### config.mk
export PLATFORM = sky130hd
export DESIGN_NAME = cycle_sequencer_flat
export DESIGN_NICKNAME = d
export VERILOG_FILES = /design/src/rtl/cycle_sequencer_if.sv /design/src/rtl/cycle_sequencer.sv /design/src/flat_wrapper.sv
export SDC_FILE = /design/constraint.sdc
export NUM_CORES = 1
export LEC_CHECK = 0
export ABC_AREA = 1
export CORE_ASPECT_RATIO = 0.8
export CORE_MARGIN = 5
export CORE_UTILIZATION = 35
export CTS_BUF_LIST = sky130_fd_sc_hd__clkbuf_8
export CTS_CLUSTER_DIAMETER = 60
export DETAILED_ROUTE_END_ITERATION = 10
export GPL_TIMING_DRIVEN = 0
export PLACE_DENSITY = 0.85
export SLEW_MARGIN = 20
export SYNTH_ARGS = -nofsm -noshare
export SYNTH_HDL_FRONTEND = slang
export SYNTH_SLANG_ARGS = --single-unit
### constraint.sdc
create_clock -name clk -period 1.3 [get_ports clk]
set_clock_uncertainty 0.15 [all_clocks]
set_input_delay 0.26 -clock clk [delete_from_list [all_inputs] [get_ports clk]]
set_output_delay 0.26 -clock clk [all_outputs]
set_load 0.01 [all_outputs]
### src/rtl/cycle_sequencer_if.sv
// Handshake and control bundle between the instruction sequencer and its datapath/memory.
interface cycle_sequencer_if;
  logic       run;
  logic [7:0] instr;
  logic       mem_ack;
  logic       acc_zero;
  logic       mem_req;
  logic       mem_we;
  logic       mem_sel_pc;
  logic       ir_load;
  logic       pc_inc;
  logic       pc_load;
  logic [2:0] aluop;
  logic [1:0] accdst;
  logic       accwrite;
  logic       illegal;
  logic       err;
  logic [2:0] state;

  modport master (
    input  run, instr, mem_ack, acc_zero,
    output mem_req, mem_we, mem_sel_pc, ir_load, pc_inc, pc_load,
    output aluop, accdst, accwrite, illegal, err, state
  );

  modport slave (
    output run, instr, mem_ack, acc_zero,
    input  mem_req, mem_we, mem_sel_pc, ir_load, pc_inc, pc_load,
    input  aluop, accdst, accwrite, illegal, err, state
  );
endinterface

### src/rtl/cycle_sequencer.sv
// Multi-cycle fetch/decode/mem/writeback sequencer, 2-4 cycles per instruction plus memory waits;
// stalls in FETCH/MEM until mem_ack. CYCLE_SEQ_TIMEOUT_EN adds a 255-cycle memory timeout (err).
module cycle_sequencer (
  input  logic              clk,
  input  logic              rst,
  cycle_sequencer_if.master bus
);

  typedef enum logic [2:0] {
    IDLE   = 3'b000,
    FETCH  = 3'b001,
    DECODE = 3'b010,
    MEM    = 3'b011,
    WB     = 3'b100,
    BRANCH = 3'b101
  } state_t;

  localparam logic [3:0] OP_NOP   = 4'h0;
  localparam logic [3:0] OP_JUMP  = 4'h1;
  localparam logic [3:0] OP_SAVE  = 4'h2;
  localparam logic [3:0] OP_LOAD  = 4'h3;
  localparam logic [3:0] OP_SLL   = 4'h4;
  localparam logic [3:0] OP_LOADI = 4'h5;
  localparam logic [3:0] OP_BZ    = 4'hF;

  state_t     state;
  logic [3:0] ir_op;
  logic       is_alu;
  logic       is_undef;
  logic       timeout;
  logic       unused_operand;

  // Operand nibble is consumed by the datapath, not by sequencing.
  assign unused_operand = ^bus.instr[3:0];

  assign is_alu   = ir_op[3] && (ir_op != OP_BZ) && (ir_op != 4'hD);
  assign is_undef = (ir_op == 4'h6) || (ir_op == 4'h7) || (ir_op == 4'hD);

  function automatic state_t end_state(input logic go);
    return go ? FETCH : IDLE;
  endfunction

`ifdef CYCLE_SEQ_TIMEOUT_EN
  logic [7:0] wait_cnt;
  logic       waiting;

  assign waiting = ((state == FETCH) || (state == MEM)) && !bus.mem_ack;
  assign timeout = waiting && (wait_cnt == 8'hFF);

  // Any exit from FETCH/MEM is an ack or a timeout, both of which clear the count.
  always_ff @(posedge clk) begin
    if (rst)
      wait_cnt <= '0;
    else if (waiting && !timeout)
      wait_cnt <= wait_cnt + 8'd1;
    else
      wait_cnt <= '0;
  end
`else
  assign timeout = 1'b0;
`endif

  always_ff @(posedge clk) begin
    if (rst) begin
      state <= IDLE;
      ir_op <= '0;
    end else begin
      case (state)
        IDLE:    if (bus.run) state <= FETCH;
        FETCH: begin
          if (bus.mem_ack) begin
            ir_op <= bus.instr[7:4];
            state <= DECODE;
          end else if (timeout) begin
            state <= IDLE;
          end
        end
        DECODE: begin
          case (ir_op)
            OP_NOP:            state <= end_state(bus.run);
            OP_SLL, OP_LOADI:  state <= WB;
            OP_JUMP, OP_BZ:    state <= BRANCH;
            OP_SAVE, OP_LOAD:  state <= MEM;
            default:           state <= is_alu ? MEM : end_state(bus.run);
          endcase
        end
        MEM: begin
          if (bus.mem_ack)
            state <= (ir_op == OP_SAVE) ? end_state(bus.run) : WB;
          else if (timeout)
            state <= IDLE;
        end
        WB, BRANCH: state <= end_state(bus.run);
        default:    state <= IDLE;
      endcase
    end
  end

  always_comb begin
    bus.mem_req    = 1'b0;
    bus.mem_we     = 1'b0;
    bus.mem_sel_pc = 1'b0;
    bus.ir_load    = 1'b0;
    bus.pc_inc     = 1'b0;
    bus.pc_load    = 1'b0;
    bus.accdst     = 2'b00;
    bus.accwrite   = 1'b0;
    bus.illegal    = 1'b0;
    case (state)
      FETCH: begin
        bus.mem_req    = 1'b1;
        bus.mem_sel_pc = 1'b1;
        bus.ir_load    = bus.mem_ack;
        bus.pc_inc     = bus.mem_ack;
      end
      DECODE: bus.illegal = is_undef;
      MEM: begin
        bus.mem_req = 1'b1;
        bus.mem_we  = (ir_op == OP_SAVE);
      end
      WB: begin
        bus.accwrite = 1'b1;
        case (ir_op)
          OP_LOAD:  bus.accdst = 2'b00;
          OP_LOADI: bus.accdst = 2'b01;
          OP_SLL:   bus.accdst = 2'b11;
          default:  bus.accdst = 2'b10;
        endcase
      end
      BRANCH: bus.pc_load = (ir_op == OP_JUMP) || ((ir_op == OP_BZ) && bus.acc_zero);
      default: ;
    endcase
  end

  assign bus.aluop = (((state == MEM) || (state == WB)) && is_alu) ? ir_op[2:0] : 3'b000;
  assign bus.err   = timeout;
  assign bus.state = state;

endmodule
### src/flat_wrapper.sv
// flat-port wrapper written by rule: the top's interface ports become plain ports
module cycle_sequencer_flat 
  (clk, rst, bus_run, bus_instr, bus_mem_ack, bus_acc_zero, bus_mem_req, bus_mem_we, bus_mem_sel_pc, bus_ir_load, bus_pc_inc, bus_pc_load, bus_aluop, bus_accdst, bus_accwrite, bus_illegal, bus_err, bus_state);
  cycle_sequencer_if bus_i ();
  input  logic clk;
  input  logic rst;
  input wire logic [$bits(bus_i.run)-1:0] bus_run;
  input wire logic [$bits(bus_i.instr)-1:0] bus_instr;
  input wire logic [$bits(bus_i.mem_ack)-1:0] bus_mem_ack;
  input wire logic [$bits(bus_i.acc_zero)-1:0] bus_acc_zero;
  output wire logic [$bits(bus_i.mem_req)-1:0] bus_mem_req;
  output wire logic [$bits(bus_i.mem_we)-1:0] bus_mem_we;
  output wire logic [$bits(bus_i.mem_sel_pc)-1:0] bus_mem_sel_pc;
  output wire logic [$bits(bus_i.ir_load)-1:0] bus_ir_load;
  output wire logic [$bits(bus_i.pc_inc)-1:0] bus_pc_inc;
  output wire logic [$bits(bus_i.pc_load)-1:0] bus_pc_load;
  output wire logic [$bits(bus_i.aluop)-1:0] bus_aluop;
  output wire logic [$bits(bus_i.accdst)-1:0] bus_accdst;
  output wire logic [$bits(bus_i.accwrite)-1:0] bus_accwrite;
  output wire logic [$bits(bus_i.illegal)-1:0] bus_illegal;
  output wire logic [$bits(bus_i.err)-1:0] bus_err;
  output wire logic [$bits(bus_i.state)-1:0] bus_state;
  assign bus_i.run = bus_run;
  assign bus_i.instr = bus_instr;
  assign bus_i.mem_ack = bus_mem_ack;
  assign bus_i.acc_zero = bus_acc_zero;
  assign bus_mem_req = bus_i.mem_req;
  assign bus_mem_we = bus_i.mem_we;
  assign bus_mem_sel_pc = bus_i.mem_sel_pc;
  assign bus_ir_load = bus_i.ir_load;
  assign bus_pc_inc = bus_i.pc_inc;
  assign bus_pc_load = bus_i.pc_load;
  assign bus_aluop = bus_i.aluop;
  assign bus_accdst = bus_i.accdst;
  assign bus_accwrite = bus_i.accwrite;
  assign bus_illegal = bus_i.illegal;
  assign bus_err = bus_i.err;
  assign bus_state = bus_i.state;
  cycle_sequencer u_core (.clk(clk), .rst(rst), .bus(bus_i));
endmodule
Yosys cells after proc, flatten, opt, wreduce, memory -nomap -nowiden --
Index checks and enable logic that the tools add are counted.
Cells by class: muxes and demuxes 18, reduce and logical (&&, ||, !) cells 17, eq/ne operators 19
Operator list (count):
- $mux 3 | 6
- $eq 4x3->1 const B | 4
- $pmux 3 s5 | 1
- $pmux 3 s4 | 1
- $reduce_or 2->1 | 5
- $eq 4x2->1 const B | 2
- $eq 4x4->1 const B | 2
- $mux 1 | 8
- $ne 4x4->1 const B | 2
- $eq 3x2->1 const B | 2
- $eq 3x3->1 const B | 2
- $ne 2x2->1 const B | 3
- $pmux 2 s3 | 1
- $eq 4x1->1 const B | 1
- $logic_and 1x1->1 | 4
- $logic_not 4->1 | 1
- $logic_or 1x1->1 | 4
- $eq 3x1->1 const B | 1
- $logic_not 3->1 | 1
- $reduce_and 3->1 | 1
- $mux 2 | 1
- $reduce_and 2->1 | 1
Word-level totals: output and inout bits 17, logic and storage cells 56, bits of input ports 13, register bits 7

Longest topological paths before layout --
Gate-level depths: netlist (run 1).
word-level depth 6, depth in mapped cells 10, gate-level depth less buffers 10

Worst setup path after synthesis (run 1) --
No wires, ideal clock.
path type register -> output, start point register u_core.state[2] (netlist: u_core.bus.state[2]), end point output bus_aluop[0], arrival 1.232 ns, stages on the path, launching flop included 5, slack -0.342 ns, path buffers 0, required time 0.890 ns, cells stage by stage dfxtp_1 > inv_1 > nor2_1 > o21bai_1 > nor2_1
On the way: cells in the longest elaborated chain, start to end 4, elaborated cells between the ends (all ways) 5
Ends and longest elaborated chain:
- start: declaration | line cycle_sequencer.sv:26 | state_t state;
- start signal: assignment | line cycle_sequencer.sv:80 | OP_NOP: state <= end_state(bus.run);
- start signal: assignment | line cycle_sequencer.sv:84 | default: state <= is_alu ? MEM : end_state(bus.run);
- start signal: assignment | line cycle_sequencer.sv:89 | state <= (ir_op == OP_SAVE) ? end_state(bus.run) : WB;
- $eq 3x2->1 / $eq 3x3->1 (equally long branches) | line cycle_sequencer.sv:135 | assign bus.aluop = (((state == MEM) || (state == WB)) && is_alu) ? ir_op[2:0] : 3'b000;
- $logic_or 1x1->1 (*) | line cycle_sequencer.sv:135
- $logic_and 1x1->1 (*) | line cycle_sequencer.sv:135
- $mux 3 (*) | line cycle_sequencer.sv:135
- end: declaration | line flat_wrapper.sv:17 | output wire logic [$bits(bus_i.aluop)-1:0] bus_aluop;
Mark *: on every way between the ends. The rest lies on a longest branch, timed or not.

Worst setup path in the final report (run 1) --
start point register u_core.ir_op[2], end point register u_core.state[0] (netlist: u_core.bus.state[0])
On the way: cells in the longest elaborated chain, start to end 6, elaborated cells between the ends (all ways) 19
Ends and longest elaborated chain:
- start: declaration | line cycle_sequencer.sv:27 | logic [3:0] ir_op;
- start signal: assignment | line cycle_sequencer.sv:72 | ir_op <= bus.instr[7:4];
- $ne 4x4->1 | line cycle_sequencer.sv:36 | assign is_alu = ir_op[3] && (ir_op != OP_BZ) && (ir_op != 4'hD);
- $logic_and 1x1->1 (2 in series) | line cycle_sequencer.sv:36
- $mux 3 | line cycle_sequencer.sv:84
- $pmux 3 s4 | line cycle_sequencer.sv:79 | case (ir_op)
- $pmux 3 s5 (*) | line cycle_sequencer.sv:68 | case (state)
Mark *: on every way between the ends. The rest lies on a longest branch, timed or not. The select of a mux whose other input is x is not followed. A chain may end at the register's enable or synchronous reset.

==> results.sh, run 1 <==
export IMPL_status="finished with violations"
export IMPL_violations="setup timing"
export IMPL_ys_seq_area_share_pct=24.3
export IMPL_nNetsFinal=152
export IMPL_synth_xor_area_share_pct=0
export IMPL_dp_cells=141
export IMPL_design_power_total_mw=1.26
export IMPL_synth_top_area_cell="dfxtp_1"
export IMPL_p_per_area_nw_per_um2=1090
export IMPL_rsz0062_at_grt="true"
export IMPL_rows=13
export IMPL_ir_worst_vdd_mv=0.839
export IMPL_drv_cap=0
export IMPL_post_place_ws_ns=-0.706
export IMPL_synth_top_family_by_area="simple AND/OR/NAND/NOR gates"
export IMPL_yosysWarnings=0
export IMPL_wire_per_inst_um=16.1
export IMPL_yosys_top_cells_count="nand2_1, nor2_1, inv_1"
export IMPL_yosysMostFrequentCell="nand2_1"
export IMPL_core_region_area_um2=1590
export IMPL_timing_setup_critical_path_class="reg -> reg"
export IMPL_dpl_hpwl_mm=1.30
export IMPL_postCtsHoldBufs=0
export IMPL_gp_congestion=0.875
export IMPL_regArea_um2=166
export IMPL_die_area_um2=2560
export IMPL_cts_sink_count=7
export IMPL_synth_compound_area_share_pct=15.0
export IMPL_multiInputGateArea_um2=508
export IMPL_syn_area_per_cell_um2=6.06
export IMPL_hold_class="reg -> reg"
export IMPL_clock_root_buffer="clkbuf_8"
export IMPL_insertion_delay_ns=0.23
export IMPL_synthSimpleGateAreaFrac_pct=47.8
export IMPL_synth_edf_count=0
export IMPL_syn2layout_area_growth_pct=102
export IMPL_initial_core_util_pct=36.1
export IMPL_firstDrtPassIters=4
export IMPL_wirelength_mm=2.57
export IMPL_gr_usage_met3_pct=3.64
export IMPL_worstPathArrival_ns=1.65
export IMPL_fin_cells=160
export IMPL_drtIter0Drc=31
export IMPL_setup_tns_ns=-4.80
export IMPL_viasPerCell=5.24
export IMPL_fin_crit_sh_pct=127
export IMPL_gr_total_overflow=0
export IMPL_p_leak_nw=0.496
export IMPL_synth_area_mux_share_pct=0
export IMPL_final_setup_worst_slack_ns=-0.353
export IMPL_clkTransAtPathRegs_ns=0.05
export IMPL_cts_made_buffers=3
export IMPL_cts_max_level=1
export IMPL_drc=0
export IMPL_grt_usage_pct=18.2
export IMPL_hold_viol=0
export IMPL_ys_flop_type="dfxtp_1"
export IMPL_grtUsageMet2_pct=33.0
export IMPL_ys_types=23
export IMPL_setup_violations=20
export IMPL_post_dp_cell_area_um2=890
export IMPL_synth_area_um2=576
export IMPL_die_width_um=55.3
export IMPL_cts_tree="built"
export IMPL_dr_total_vias=838
export IMPL_drive_gt1_share_pct=64.5
export IMPL_grt_max_degree=9
export IMPL_worstSetupStartpointType="flip-flop"
export IMPL_syn_num_nets=108
export IMPL_die_h_um=46.3
export IMPL_cts_buffer_depth=2
export IMPL_num_antenna_cells=0
export IMPL_synth_top_area_share_pct=24.3
export IMPL_io_buffers=24
export IMPL_max_freq_mhz=605
export IMPL_layout_min_cycle_time_ns=1.65
export IMPL_synth_seq_cells=7
export IMPL_crit_path_end_kind="flip-flop"
export IMPL_holdWs_ns=0.409
export IMPL_grt_pass1_wl_mm=3.59
export IMPL_fin_util_pct=72.8
export IMPL_yosys_area_share_adder_pct=0
export IMPL_path_max_fanout=5
export IMPL_grt_pass1_vias=804
export IMPL_ios=30
export IMPL_antenna_found_initial=0
export IMPL_grtUsageMet1_pct=19.8
export IMPL_synthArstFlopShare_pct=0
export IMPL_final_area_um2=1160
export IMPL_maxSlewViolCount=0
export IMPL_ant_nets=0
export IMPL_netlist_top_cells_area="dfxtp_1, nand2_1, nor2_1, inv_1, a211oi_1"
export IMPL_grt_busiest_layer="met2"
export IMPL_netlist_instances=95
export IMPL_nFillCells=122
export IMPL_worstPathRequired_ns=1.30
==> layout make-up <==
cell class / count / share of cell area, %
Clock buffer: 3 / 3.56
Inverter: 14 / 6.03
Multi-Input combinational cell: 72 / 43.8
Tap cell: 22 / 2.37
Timing Repair Buffer: 39 / 27.9
Clock inverter: 1 / 0.431
Sequential cell: 7 / 14.3
Buffer: 2 / 1.62
==> routing by layer <==
metal / routed length, um / part of all wire (%) / vias up
li1: - / - / 392
met1: 967 / 38 / 377
met2: 1310 / 51 / 53
met3: 174 / 6.8 / 16
met4: 121 / 4.7 / 0
met5: 0 / 0 / -
==> placed cells by master (no fill, tap or decap) <==
cell	instances
nand3_1	3
a21boi_2	1
clkdlybuf4s50_1	8
inv_1	3
a22oi_1	1
o21ai_0	1
clkdlybuf4s15_1	1
buf_6	10
inv_4	3
inv_6	2
clkbuf_8	3
nand3_4	1
a21oi_1	1
o21bai_4	1
conb_1	1
buf_2	9
nor3_4	2
clkbuf_2	1
nor3_1	1
nand2_1	19
dfxtp_4	7
nor2_1	9
nor4_2	2
a21oi_2	4
a211oi_2	3
nor2_4	8
a211oi_1	1
nand2_2	7
clkinv_2	1
nor2_2	5
inv_2	6
buf_4	12
nand2_4	1
==> power by group <==
group | leakage, nW | switching, mW | total [mW] | internal (mW)
registers | 0.0623 | 0.0672 | 0.316 | 0.249
clock network | 0.0255 | 0.104 | 0.313 | 0.208
logic | 0.408 | 0.341 | 0.632 | 0.290
==> state kept, by name, summed over array words and instances, names as in the netlist <==
name / flops
u_core.bus.state: 3
u_core.ir_op: 4
==> worst max-delay path, stage by stage (launching register included) <==
cell     delay [ns]
dfxtp_4        0.39
inv_4          0.06
nand2_2        0.08
nor2_4         0.04
buf_4          0.13
buf_4          0.13
nor2_2         0.09
nand3_1        0.09
nand2_1        0.08
nand2_1        0.07
nand2_1        0.07
nand2_1        0.07
a21oi_2        0.12
==> cell families (layout without fill, tap and decap cells) <==
| kind of cell | after synthesis | in the layout |
|---|---|---|
| other | 1 | 1 |
| AOI/OAI and AO/OA | 13 | 13 |
| DFF | 7 | 7 |
| buffers and inverters | 16 | 59 |
| and+or+nand+nor | 58 | 58 |
==> path summary, 6_finish.rpt <==
kind | cells after the start | slack, ns | startpoint | to
worst min-delay path | 2 | 0.41 | u_core.ir_op[3] | u_core.ir_op[3]
worst min register to register | 2 | 0.41 | u_core.ir_op[3] | u_core.ir_op[3]
worst max register to register | 12 | -0.35 | u_core.ir_op[2] | u_core.bus.state[0]
worst max-delay path | 12 | -0.35 | u_core.ir_op[2] | u_core.bus.state[0]
==> what timing repair did <==
action	4_1_cts	5_1_grt
pin swaps	11	5
endpoints found under the setup margin	17	23
cloned	0	0
buffers inserted	12	4
resized for setup	92	25
Power figures use the tool's default switching activity.
==> inputs of run 2 (changes only) <==
--- a/constraint.sdc
+++ b/constraint.sdc
@@ -3,3 +3,3 @@
 set_input_delay 0.26 -clock clk [delete_from_list [all_inputs] [get_ports clk]]
 set_output_delay 0.26 -clock clk [all_outputs]
-set_load 0.01 [all_outputs]
+set_load 0.05 [all_outputs]
==> results.sh, run 2 (same netlist as run 1, synthesis figures left out) <==
export IMPL_path_max_fanout=4
export IMPL_cts_tree="built"
export IMPL_crit_path_end_kind="output pin"
export IMPL_drc=0
export IMPL_worstPathArrival_ns=1.40
export IMPL_rsz0062_at_grt="true"
export IMPL_hold_class="reg -> reg"
export IMPL_drtIter0Drc=21
export IMPL_initial_core_util_pct=36.1
export IMPL_final_setup_worst_slack_ns=-0.506
export IMPL_ff2ff_setup_slack_ns=-0.37
export IMPL_ios=30
export IMPL_drv_cap=0
export IMPL_cts_made_buffers=3
export IMPL_antenna_found_initial=0
export IMPL_r2r_end="u_core.bus.state[0]"
export IMPL_dp_cells=141
export IMPL_final_common_cell="buf_4"
export IMPL_drive_gt1_share_pct=73.9
export IMPL_regArea_um2=166
export IMPL_fin_crit_sh_pct=139
export IMPL_maxSlewViolCount=0
export IMPL_dpl_hpwl_mm=1.47
export IMPL_firstDrtPassIters=4
export IMPL_largest_reg_flops=4
export IMPL_cts_buffer_depth=2
export IMPL_p_per_area_nw_per_um2=1080
export IMPL_gr_total_overflow=0
export IMPL_postCtsHoldBufs=0
export IMPL_design_power_total_mw=1.49
export IMPL_mostFrequentLayoutCells="buf_4, nand2_1, nor2_4, buf_6, nand2_2"
export IMPL_setup_violations=20
export IMPL_viasPerCell=5.32
export IMPL_dr_total_vias=873
export IMPL_wire_per_inst_um=17.2
export IMPL_timing_setup_critical_path_class="reg -> out"
export IMPL_hold_viol=0
export IMPL_grt_max_degree=9
export IMPL_fin_util_pct=86.7
export IMPL_grt_pass1_vias=877
export IMPL_status="finished with violations"
export IMPL_ff2ff_path_depth=9
export IMPL_whs_endpoint="u_core.ir_op[0]"
export IMPL_ir_worst_vdd_mv=0.994
export IMPL_final_area_um2=1380
export IMPL_multiInputGateArea_um2=607
export IMPL_insertion_delay_ns=0.22
export IMPL_p_leak_nw=0.540
export IMPL_violations="setup timing"
export IMPL_grt_pass1_wl_mm=4.22
export IMPL_crit_reg2reg_launch="u_core.bus.state[1]"
export IMPL_cts_sink_count=7
export IMPL_ant_nets=0
export IMPL_post_dp_cell_area_um2=997
export IMPL_die_area_um2=2560
export IMPL_io_buffers=24
export IMPL_cts_max_level=1
export IMPL_worst_hold_path_num_cells=2
export IMPL_holdWs_ns=0.458
export IMPL_critPathLaunch="u_core.bus.state[1]"
export IMPL_nFillCells=73
export IMPL_fin_cells=164
export IMPL_syn2layout_area_growth_pct=140
export IMPL_clkTransAtPathRegs_ns=0.04
export IMPL_top_register="u_core.ir_op"
export IMPL_rows=13
export IMPL_core_region_area_um2=1590
export IMPL_die_width_um=55.3
export IMPL_nNetsFinal=156
export IMPL_hp_start="u_core.ir_op[0]"
export IMPL_layout_min_cycle_time_ns=1.81
export IMPL_setup_tns_ns=-6.01
export IMPL_post_place_ws_ns=-1.02
export IMPL_wirelength_mm=2.82
export IMPL_die_h_um=46.3
export IMPL_worstPathRequired_ns=0.89
export IMPL_worstSetupStartpointType="flip-flop"
export IMPL_clock_root_buffer="clkbuf_8"
export IMPL_largest_registers="u_core.ir_op x4, u_core.bus.state x3"
export IMPL_gp_congestion=0.867
export IMPL_num_antenna_cells=0
export IMPL_grt_usage_pct=22.3
export IMPL_max_freq_mhz=554
[run 2: power breakdown]
part	switching [mW]	internal, mW
registers	0.0817	0.250
clock network	0.0837	0.203
logic	0.508	0.363
total	0.673	0.816
[run 2: timing repair]
action | CTS | global route
resized for setup | 148 | 23
pin swaps | 15 | 7
setup buffers | 19 | 3
setup endpoints to repair | 23 | 20
[run 2: final cells by class]
class / count / area share, %
Sequential cell: 7 / 12.0
Tap cell: 22 / 1.99
Inverter: 14 / 5.53
Timing Repair Buffer: 43 / 31.9
Clock inverter: 1 / 0.272
Buffer: 2 / 1.36
Multi-Input combinational cell: 72 / 43.9
Clock buffer: 3 / 2.99
[run 2: how the worst max path moves through the flow]
stage	end	depth (start not counted)	slack [ns]
6_report	bus_aluop[0]	5	-0.51
5_1_grt	bus_aluop[0]	5	-0.53
3_3_place_gp	bus_aluop[0]	5	-0.98
3_5_place_dp	bus_aluop[1]	5	-1.02
2_1_floorplan	bus_pc_inc	5	-0.65
4_1_cts	bus_aluop[1]	5	-0.42
[run 2: critical path, stage by stage (launching register included)]
cell and delay [ns]:
dfxtp_4 0.38, clkinvlp_4 0.17, nor3_4 0.21, o21bai_4 0.13
nor2_4 0.13, buf_6 0.16
[run 2: per-layer routing]
layer  part of all wire, %  track usage (%)
met4                   5.5             18.4
met3                   8.8             5.88
met2                    48             38.7
met1                    38             23.6
met5                     0                0
==> inputs of run 3 (changes only) <==
CAP_MARGIN = 10   (was unset)
CTS_CLUSTER_SIZE = 40   (was unset)
==> results of run 3 <==
Same layout as run 2: the final DEF is identical, and so are final timing and power.
==> RTL change: new RTL, flow settings as in run 3 <==
Build with the macro `CYCLE_SEQ_TIMEOUT_EN` defined.
--- a/src/rtl/cycle_sequencer.sv
+++ b/src/rtl/cycle_sequencer.sv
@@ -1,5 +1,7 @@
 // Multi-cycle fetch/decode/mem/writeback sequencer, 2-4 cycles per instruction plus memory waits;
 // stalls in FETCH/MEM until mem_ack. CYCLE_SEQ_TIMEOUT_EN adds a 255-cycle memory timeout (err).
+`define CYCLE_SEQ_TIMEOUT_EN
+
 module cycle_sequencer (
   input  logic              clk,
   input  logic              rst,
Behaviour: same outputs for any inputs over 10 cycles, from zero or initial values and one cycle with rst high; that may be too few to reach the edited logic, so the function may still have changed.
==> RTL change against run 3 <==
- the flow still finishes with violations (setup timing)
- non-clock buffer count up 19
- count of clock-buffer cells in the layout unchanged
- via count up 37%
- total power down 8.2%
- setup slack worse by 130 ps
- synthesized area up 56%
- global-route usage down 4.1 points
- cell area up 46%
- die area up 44%
- sequential cell count up 8
- clock power up 30%
- sequential share of layout area up 4.4 points
- wire length up 44%
- critical path type unchanged
- highest routed layer unchanged
==> RTL change: results (changes against run 3) <==
- Worst-path clk slew: 60 ps (+20 ps)
- GPL Wtd Cong: 0.886 (+2.2%)
- Critical path class: flop to output pin
- Hold path startpoint: rst
- Top cells by area, synth: dfxtp_1 (33%), nor2_1 (10%), nand2_1 (9.2%)
- WL/cell: 17.4 um (+1.2%)
- Final #Nets: 212 (+36%)
- Number of library cell types mapped by synthesis: 27 (+17%)
- Synth Instances: 131 (+38%)
- Post-route setup slack: -640 ps (-134 ps)
- Worst setup path startpoint: u_core.ir_op[2]
- Hold path cells: 2 (unchanged)
- Critical R2R Launch: u_core.bus.state[0]
- Overall fraction of global-route tracks in use: 18.2% (-4.1 points)
- Share of cells above drive strength 1: 71.1% (-2.9 points)
- Failing checks: setup timing
- WHS: 309 ps (-148 ps)
- Fillers: 130 (+78%)
- Clock Latency Late Sink: 250 ps (+30 ps)
- Endpoints failing setup: 30 (+50%)
- Via count: 1196 (+37%)
- Non-Filler Instances: 233 (+42%)
- Post-Place Setup Slack: -1220 ps (-197 ps)
- Dpl cell area: 0.00130 sq mm (+30%)
- Reg2Reg Capture Point: u_core.wait_cnt[3]
- Reg2reg path depth: 8 (-1)
- First-pass GRT wire length: 5260 um (+25%)
- Largest registers: u_core.wait_cnt x8, u_core.ir_op x4, u_core.bus.state x3
- Crit path to: bus_pc_load
- R2R Setup Slk: -300 ps (+70 ps)
- Hold Path Class: input port to flop
- Final instance area: 0.00202 sq mm (+46%)
- Fin Setup TNS: -10460 ps (-4450 ps)
- Placed insts: 191 (+35%)
- Status: finished, violations left
- Drt initial violations: 73 (+250%)
- Synthesized Nets: 145 (+34%)
- Detailed Place HPWL: 1670 um (+14%)
- Top cells by count, synth: nor2_1 (24), nand2_1 (22), inv_1 (19)
==> RTL change: changes by cell type in the layout (fill, tap and decap cells not counted), moves of 3 or more <==
| cell | run 3 | this run |
|---|---|---|
| buf_6 | 13 | 21 |
| inv_4 | 6 | 3 |
| nand2_2 | 9 | 6 |
| nor2_4 | 13 | 21 |
| a21oi_2 | 2 | 5 |
| dfxtp_1 | 0 | 6 |
| inv_1 | 3 | 11 |
| buf_4 | 16 | 24 |
==> RTL change: layout make-up <==
class                      instances  share of cell area [%]
buffer                             2                   0.930
clock buffer                       3                    2.05
clock inverter                     1                   0.186
inverter                          22                    5.08
multi-input combinational         92                    41.0
sequential                        15                    16.4
tap                               36                    2.23
timing repair buffer              62                    32.1
==> RTL change: cells by family (layout without fill, tap and decap cells) <==
logic type | Yosys count | count (layout) | synth area share [%]
xor+xnor | 2 | 2 | 1.95
buf+inv | 24 | 90 | 10.4
compound gates | 17 | 17 | 11.8
fa+ha+maj | 1 | 1 | 1.39
simple gates | 72 | 72 | 41.0
flops | 15 | 15 | 33.4
==> RTL change: critical path, stage by stage, from the launching register on <==
cell and delay [ps]:
dfxtp_4 360, buf_4 140, nor2_4 140, nand2_1 120, nand2_2 110, nand3_2 110
nor2_4 130, buf_6 160
==> RTL change: power by group <==
part / internal (mW) / switching [mW]
registers: 0.471 / 0.0380
logic: 0.211 / 0.274
clock network: 0.209 / 0.163
total: 0.891 / 0.476
==> RTL change: per-layer routing <==
layer / routed length [um] / track usage [%] / part of all wire (%)
met5: 0 / 0 / 0
met4: 195 / 9.28 / 4.8
met3: 260 / 4.87 / 6.4
met2: 2160 / 33.8 / 53
met1: 1440 / 18.0 / 36
==> RTL change: timing repair <==
action | CTS | global route
gates resized for setup | 166 | 53
pin swaps | 23 | 19
buffers inserted | 36 | 13
endpoints found under the setup margin | 32 | 32
